File: src/rtl/cam_capture_pkg.sv
// Shared camera/image parameters: default sensor and stored-image geometry,
// RGB444 bit positions and the capture FSM state encoding.
package cam_capture_pkg;

  localparam int c_in_cols_def     = 160;
  localparam int c_in_rows_def     = 120;
  localparam int c_img_cols_def    = 80;
  localparam int c_img_rows_def    = 60;
  localparam int c_nb_img_pxls_def = 13;
  localparam int c_nb_buf_def      = 12;

  // MSB of each 4-bit colour field inside a stored pixel word
  localparam int c_msb_red   = 11;
  localparam int c_msb_green = 7;
  localparam int c_msb_blue  = 3;

  typedef enum logic [1:0] {
    IDLE       = 2'd0,
    WAIT_FRAME = 2'd1,
    CAPTURE    = 2'd2
  } cap_state_e;

endpackage

File: src/rtl/rgb444_assembler.sv
// Pairs camera bytes into RGB444 pixels; a clear (line end or not capturing)
// drops any half-received pixel so the next byte is always a first byte.
module rgb444_assembler
  import cam_capture_pkg::*;
#(
  parameter int c_nb_buf = c_nb_buf_def
) (
  input  logic                clk,
  input  logic                rst,
  input  logic                clear,
  input  logic                byte_valid,
  input  logic [7:0]          data,
  output logic                pxl_valid,
  output logic [c_nb_buf-1:0] pxl
);

  logic       phase;
  logic [3:0] red;

  always_ff @(posedge clk or negedge rst) begin
    if (!rst) begin
      phase <= 1'b0;
      red   <= 4'd0;
    end else if (clear) begin
      phase <= 1'b0;
    end else if (byte_valid) begin
      phase <= ~phase;
      if (!phase) red <= data[3:0];
    end
  end

  always_comb begin
    pxl                    = '0;
    pxl[c_msb_red   -: 4]  = red;
    pxl[c_msb_green -: 4]  = data[7:4];
    pxl[c_msb_blue  -: 4]  = data[3:0];
    pxl_valid              = byte_valid && phase && !clear;
  end

endmodule

File: src/rtl/cam_capture.sv
// Camera frame capture: waits for a vsync high-to-low, assembles RGB444 pixels
// and stores every second pixel of every second line into the frame buffer.
module cam_capture
  import cam_capture_pkg::*;
#(
  parameter int c_in_cols     = c_in_cols_def,
  parameter int c_in_rows     = c_in_rows_def,
  parameter int c_img_cols    = c_img_cols_def,
  parameter int c_img_rows    = c_img_rows_def,
  parameter int c_nb_img_pxls = c_nb_img_pxls_def,
  parameter int c_nb_buf      = c_nb_buf_def
) (
  input  logic                     clk,
  input  logic                     rst,
  input  logic                     cap_en,
  input  logic                     cam_vsync,
  input  logic                     cam_href,
  input  logic [7:0]               cam_data,
  output logic                     orig_we,
  output logic [c_nb_img_pxls-1:0] orig_addr,
  output logic [c_nb_buf-1:0]      orig_pxl,
  output logic                     frame_done,
  output cap_state_e               dbg_state
);

  localparam int c_nb_col = $clog2(c_in_cols + 1);
  localparam int c_nb_row = $clog2(c_in_rows + 1);
  localparam logic [c_nb_col-1:0]      c_col_lim = c_nb_col'(c_in_cols);
  localparam logic [c_nb_row-1:0]      c_row_lim = c_nb_row'(c_in_rows);
  localparam logic [c_nb_img_pxls-1:0] c_last    = c_nb_img_pxls'(c_img_cols * c_img_rows - 1);

  cap_state_e state, state_nxt;

  logic                     capturing;
  logic                     done_evt;
  logic                     href_d;
  logic                     line_end;
  logic                     byte_valid;
  logic                     pxl_valid;
  logic                     wr_fire;
  logic                     full;
  logic [c_nb_col-1:0]      in_col;
  logic [c_nb_row-1:0]      in_row;
  logic [c_nb_img_pxls-1:0] wr_addr;
  logic [c_nb_buf-1:0]      asm_pxl;

  always_ff @(posedge clk or negedge rst) begin
    if (!rst) state <= IDLE;
    else      state <= state_nxt;
  end

  // The entry into WAIT_FRAME always happens with vsync high, so the first
  // low sample there is the high-to-low edge that starts a frame.
  always_comb begin
    state_nxt = state;
    case (state)
      IDLE:       if (cap_en && cam_vsync) state_nxt = WAIT_FRAME;
      WAIT_FRAME: if (!cam_vsync)          state_nxt = CAPTURE;
      CAPTURE: begin
        if (full)           state_nxt = IDLE;
        else if (cam_vsync) state_nxt = WAIT_FRAME;
      end
      default:              state_nxt = IDLE;
    endcase
  end

  always_comb begin
    capturing = (state == CAPTURE);
    done_evt  = capturing && full;
    dbg_state = state;
  end

  always_comb begin
    line_end   = capturing && href_d && !cam_href;
    byte_valid = capturing && cam_href;
    wr_fire    = pxl_valid && !cam_vsync && !full &&
                 !in_col[0] && !in_row[0] &&
                 (in_col < c_col_lim) && (in_row < c_row_lim);
  end

  rgb444_assembler #(
    .c_nb_buf (c_nb_buf)
  ) u_asm (
    .clk        (clk),
    .rst        (rst),
    .clear      (line_end || !capturing),
    .byte_valid (byte_valid),
    .data       (cam_data),
    .pxl_valid  (pxl_valid),
    .pxl        (asm_pxl)
  );

  always_ff @(posedge clk or negedge rst) begin
    if (!rst) begin
      href_d     <= 1'b0;
      orig_we    <= 1'b0;
      orig_addr  <= '0;
      orig_pxl   <= '0;
      frame_done <= 1'b0;
      in_col     <= '0;
      in_row     <= '0;
      wr_addr    <= '0;
      full       <= 1'b0;
    end else begin
      href_d     <= cam_href;
      orig_we    <= wr_fire;
      frame_done <= done_evt;
      if (wr_fire) begin
        orig_addr <= wr_addr;
        orig_pxl  <= asm_pxl;
      end
      if (!capturing) begin
        in_col  <= '0;
        in_row  <= '0;
        wr_addr <= '0;
        full    <= 1'b0;
      end else begin
        // Counters saturate at the sensor size so oversized input never wraps
        if (line_end) begin
          in_col <= '0;
          if (in_row != c_row_lim) in_row <= in_row + 1'b1;
        end else if (pxl_valid && (in_col != c_col_lim)) begin
          in_col <= in_col + 1'b1;
        end
        if (wr_fire) begin
          if (wr_addr == c_last) full    <= 1'b1;
          else                   wr_addr <= wr_addr + 1'b1;
        end
      end
    end
  end

endmodule

File: config.mk
export PLATFORM = sky130hd
export DESIGN_NAME = cam_capture
export DESIGN_NICKNAME = d
export VERILOG_FILES = /design/src/rtl/cam_capture_pkg.sv /design/src/rtl/rgb444_assembler.sv /design/src/rtl/cam_capture.sv
export SDC_FILE = /design/constraint.sdc
export NUM_CORES = 1
export LEC_CHECK = 0
export ABC_AREA = 1
export CAP_MARGIN = 10
export CORE_MARGIN = 5
export CORE_UTILIZATION = 32
export CTS_CLUSTER_DIAMETER = 120
export DETAILED_ROUTE_END_ITERATION = 10
export SETUP_SLACK_MARGIN = 0.05
export SLEW_MARGIN = 20
export SYNTH_ARGS = -nofsm -noshare
export SYNTH_HDL_FRONTEND = slang
export SYNTH_SLANG_ARGS = --single-unit
File: constraint.sdc
create_clock -name clk -period 2.4 [get_ports clk]
set_input_delay 0.36 -clock clk [delete_from_list [all_inputs] [get_ports clk]]
set_output_delay 0.36 -clock clk [all_outputs]
set_load 0.02 [all_outputs]
Word level (Yosys, flattened, before mapping) --
Index checks and enable logic that the tools add are counted.
Cells by class: $add $sub $neg 3, order comparisons 2, equal/unequal tests 14, multiplexer cells 19, bitwise logic cells 2, reduce and logical (&&, ||, !) cells 29
Operators with widths (count):
- $mux 13 | 3
- $mux 8 | 3
- $mux 7 | 3
- $logic_and 1x1->1 | 14
- $add 13x1->13 const B | 1
- $eq 13x13->1 const B | 1
- $add 8x1->8 const B | 1
- $lt 8x8->1 const B | 1
- $mux 2 | 4
- $ne 2x1->1 const B | 4
- $ne 8x8->1 const B | 1
- $add 7x1->7 const B | 1
- $logic_not 1->1 | 7
- $lt 7x7->1 const B | 1
- $ne 7x7->1 const B | 1
- $ne 2x2->1 const B | 3
- $pmux 2 s3 | 1
- $reduce_and 2->1 | 3
- $reduce_and 3->1 | 2
- $mux 1 | 5
- $ne 3x1->1 const B | 1
- $ne 3x2->1 const B | 1
- $eq 2x1->1 const B | 1
- $eq 2x2->1 const B | 1
- other kinds (4) | 5
Word-level totals: register bits 64, output and inout port bits 29

Longest topological paths before layout --
depth after elaboration 14, depth in mapped cells 10, mapped depth without buffers 9

Hierarchy --
A second synthesis with hierarchy kept.
Unflattened totals: cells, all modules 418, area, all modules 3286.9 µm²
By module, submodules not included:
- cam_capture | instances 1, cells each 385, area an instance 3017.9 µm², seq. area each 1476.4 µm²
- rgb444_assembler | instances 1, cells each 33, area an instance 269.0 µm², seq. area each 125.1 µm²

Least setup slack after synthesis --
No wires, ideal clock.
path kind register to register, from reg wr_addr[0], to reg wr_addr[10], setup time 117 ps, arrival 1417 ps, data required time 2283 ps, setup slack 867 ps, stages on the path, launching flop included 9, path buffers 0, period minus slack after synthesis 1533 ps, cells stage by stage dfrtp_1 ha_1 inv_1 nor2_1 nand3_1 nor2_1 o21bai_1 nand2_1 nand2_1
Between the ends: word-level cells in the longest chain between the ends 4, elaborated cells between the ends (all ways) 7, those cells by class 1 x add/sub; 2 x eq/ne; 3 x mux; 1 x reduce/logical
Ends and longest elaborated chain:
- start, declared | line cam_capture.sv:44 | logic [c_nb_img_pxls-1:0] wr_addr;
- start signal, assigned | line cam_capture.sv:127 | else wr_addr <= wr_addr + 1'b1;
- $add 13x1->13 | line cam_capture.sv:127
- $mux 13 | line cam_capture.sv:126 | if (wr_addr == c_last) full <= 1'b1;
- $mux 13 | line cam_capture.sv:125 | if (wr_fire) begin
- $mux 13 | line cam_capture.sv:112 | if (!capturing) begin
Parallel ways exist; a longest one is shown, timed or not. The select of a mux whose other input is x is not followed. A chain may end at the register's enable or synchronous reset.

Final worst setup path --
from reg in_row[0], to reg in_row[5]
Between the ends: word-level cells in the longest chain between the ends 4, elaborated cells between the ends (all ways) 7, those cells by class 1 x add/sub; 2 x eq/ne; 3 x mux; 1 x reduce/logical
Ends and longest elaborated chain:
- start, declared | line cam_capture.sv:43 | logic [c_nb_row-1:0] in_row;
- start signal, assigned | line cam_capture.sv:121 | if (in_row != c_row_lim) in_row <= in_row + 1'b1;
- $add 7x1->7 | line cam_capture.sv:121
- $mux 7 | line cam_capture.sv:121
- $mux 7 | line cam_capture.sv:119 | if (line_end) begin
- $mux 7 | line cam_capture.sv:112
Parallel ways exist; a longest one is shown, timed or not. The select of a mux whose other input is x is not followed.

==> run_results.csv <==
group,metric,value,unit
worst_setup_path,crit_chain,"inv_1 > ha_1 > nand2_1 > nor2_1 > a21oi_1 > inv_1 > nand2_1 > o21ai_0",
floorplanning,fp-row-count,36,
logic_synthesis,synthTopCellsByArea,"dfrtp_1 (50%), nand2_1 (17%), nor2_1 (5.9%), nand3_1 (5.7%), o21ai_0 (5.3%)",
global_route,antenna_found_initial,0,
cells_and_area,regArea,0.00160,mm²
placed_design,place_inst,597,
global_route,grt_pass1_wl,12600,µm
worst_setup_path,r2r_end,"in_row[5]$_DFFE_PN0P_",
floorplanning,die_w,110,µm
sta,finalHoldViolations,0,
worst_setup_path,cp_slowest_cell,"a21oi_1",
cells_and_area,multiInputGateArea,0.00140,mm²
floorplanning,pin_count,42,
pwr,total_power,0.00308,W
floorplanning,die-area,0.0122,mm²
global_route,grt_usage,0.133,
cts,cts.sinks,64,
floorplanning,initial_core_util,0.328,
pwr,power_density,775,mW/mm²
floorplanning,dieHeight,110,µm
cts,ctsResizeCount,0,
drt,drc_errors,0,
cells_and_area,fillCellCount,1038,
worst_setup_path,r2r_cells,8,
sta,period_share,0.798,
drt,firstDrtPassIters,4,
cells_and_area,diodes,0,
logic_synthesis,synth_top_cell_by_area,"dfrtp_1",
cells_and_area,final_cell_count_no_fill,612,
drt,drt_iter0_drc,158,
cts,cts-hold-fix-buffers,0,
worst_setup_path,timing.rr.start,"in_row[0]$_DFFE_PN0P_",
worst_setup_path,slowest_delay,0.55,ns
cts,cts_buffer_depth,2,
sta,period_needed,1.91,ns
sta,worstMarginPinSlew,0.699,ns
logic_synthesis,ys_warn_count,0,
logic_synthesis,synth_top_area_share,0.497,
sta,drv_slew,0,
cts,clock-root-buffer,"clkbuf_8",
drt,final_antenna_net_count,0,
sta,clock_skew,0.0100,ns
drt,vias_per_cell,4.64,
cts,postCtsSetupBuffers,0,
drt,totalWireLength,7530,µm
worst_setup_path,critical_path.startpoint,"in_row[0]$_DFFE_PN0P_",
worst_setup_path,endpoint,"in_row[5]$_DFFE_PN0P_",
logic_synthesis,seq_area_frac_synth,0.497,
worst_setup_path,cp-start-kind,"flop",
drt,vias,2838,
worst_setup_path,r2r_setup_slack,0.49,ns
global_route,grt_pass1_vias,2663,
sta,setup_tns,0,ns
sta,rsz0062_at_grt,"false",
cts,cts_made_buffers,9,
placed_design,dp_hpwl,5520,µm
cts,insertion_delay,0.34,ns
status,status,"finished, final reports clean",
pwr,ir_worst_vdd,0.000316,V
placed_design,gp_congestion,0.854,
placed_design,port_buffers,41,
worst_setup_path,arrival,2.13,ns
worst_setup_path,critPathMaxFanout,11,
cells_and_area,drive_gt1_frac,0.0647,
cts,h-tree-depth,3,
logic_synthesis,ys_seq_elements,64,
cells_and_area,final_core_util,0.405,
sta,setup-violations-final,0,
hold_path,hold_class,"primary input to async pin",
floorplanning,core,0.00982,mm²
logic_synthesis,syn_area,0.00322,mm²
flow_run,max-cap-violations,0,
logic_synthesis,syn_avg_cell_area,7.57,µm²
global_route,grt_max_degree,41,
cts,cts_tree,"yes",
worst_setup_path,end_kind,"flop",
logic_synthesis,synth_cells,426,
sta,fmax,522,MHz
cells_and_area,area_growth,23.5,%
drt,wl_per_cell,12.3,µm
sta,relSlewSlack,0.534,
logic_synthesis,synth_cell_type_count,27,
global_route,gr-total-overflow,0,
pwr,p_leak,1.86,nW
worst_setup_path,required,2.62,ns
worst_setup_path,critical_path_class,"flop to flop",
logic_synthesis,synth_nets,444,
cells_and_area,fin_nets,493,
cts,clk_pin_slew,0.07,ns
[worst max-delay path: cells and delay by family (launching register included)]
kind                     cells  cell delay [ns]
AO/OA/AOI/OAI                2             0.64
adder cells (fa/ha/maj)      1             0.20
buffers and inverters        2             0.31
flip-flops                   1             0.43
AND/OR/NAND/NOR              3             0.22
[synth_stat cells]
cell / count
ha_1: 5
o22ai_1: 1
a21o_1: 1
nand2_4: 1
nor2_2: 2
inv_4: 1
nand3_1: 37
nor2_4: 1
a21oi_1: 2
dfrtp_1: 64
buf_2: 5
buf_1: 1
nand4_1: 14
xor2_1: 4
o21ai_0: 34
xnor2_1: 2
clkbuf_1: 2
nand2_1: 146
o21bai_1: 1
buf_4: 1
clkbuf_2: 1
inv_1: 43
nand2_2: 2
buf_6: 1
nor2_1: 51
a21oi_2: 1
nor3_1: 2
[how the worst min path moves through the flow]
stage / depth (start not counted) / from / to / slack [ns]
6_report: 1 / rst / in_row[1]$_DFFE_PN0P_ / 0.02
3_5_place_dp: 1 / rst / in_row[1]$_DFFE_PN0P_ / 0.40
4_1_cts: 1 / rst / in_row[1]$_DFFE_PN0P_ / 0.04
5_1_grt: 1 / rst / in_row[0]$_DFFE_PN0P_ / 0.06
2_1_floorplan: 0 / rst / dbg_state[0]$_DFFE_PN0P_ / 0.06
3_3_place_gp: 1 / rst / dbg_state[1]$_DFFE_PN0P_ / 0.40
[stage by stage]
step | cell area [µm²] | setup slack, ns | hold slack [ns]
after floorplan | 3220 | 0.867 | 0.0644
after global placement | 3810 | 0.371 | 0.399
after detailed placement | 3810 | 0.301 | 0.404
after CTS | 3980 | 0.474 | 0.0372
after global routing | 3980 | 0.263 | 0.0610
final | 3980 | 0.485 | 0.0176
[metal layers]
metal	track usage	share of wire
met5	0	0
met4	0.0624	0.019
met3	0.0303	0.061
met2	0.209	0.45
met1	0.174	0.47
[cells in the final DEF (no fill, tap or decap)]
master           instances
nand2_1                146
dfrtp_1                 64
nor2_1                  51
inv_1                   43
clkdlybuf4s50_1         40
nand3_1                 37
o21ai_0                 34
nand4_1                 14
clkbuf_8                11
buf_4                    7
ha_1                     5
xor2_1                   4
nor2_2                   2
a21oi_1                  2
nand2_2                  2
nor3_1                   2
xnor2_1                  2
clkinv_2                 2
a21oi_2                  1
nor2_4                   1
inv_4                    1
o22ai_1                  1
o21bai_1                 1
nand2_4                  1
a21o_1                   1
clkbuf_1                 1
clkinvlp_4               1
buf_2                    1
buf_12                   1
[registers in the layout (all words and copies together), names as in the netlist]
signal and count:
dbg_state 2, orig_addr 13, frame_done 1, u_asm.phase 1, orig_we 1, wr_addr 13, u_asm.red 4, in_row 7
in_col 8, orig_pxl 12, href_d 1, full 1
[power breakdown]
| group | internal, W | total [W] | switching [W] |
|---|---|---|---|
| sequential | 0.00124 | 0.00134 | 0.0000967 |
| clock | 0.000422 | 0.000832 | 0.000409 |
| combinational | 0.000356 | 0.000916 | 0.000560 |
[cell families after synthesis]
family	synth area share
AOI/OAI and AO/OA	0.0652
xor gates and xnor gates	0.0163
adders and majority gates	0.0194
buffers and inverters	0.0706
DFF	0.497
and+or+nand+nor	0.332
[layout make-up]
cell class,count,share of cell area
clock buffer,12,0.0390
timing repair buffer,49,0.120
inverter,44,0.0421
multi-input combinational,307,0.350
tap,133,0.0418
sequential,64,0.402
clock inverter,3,0.00440
Power figures use the tool's default switching activity.
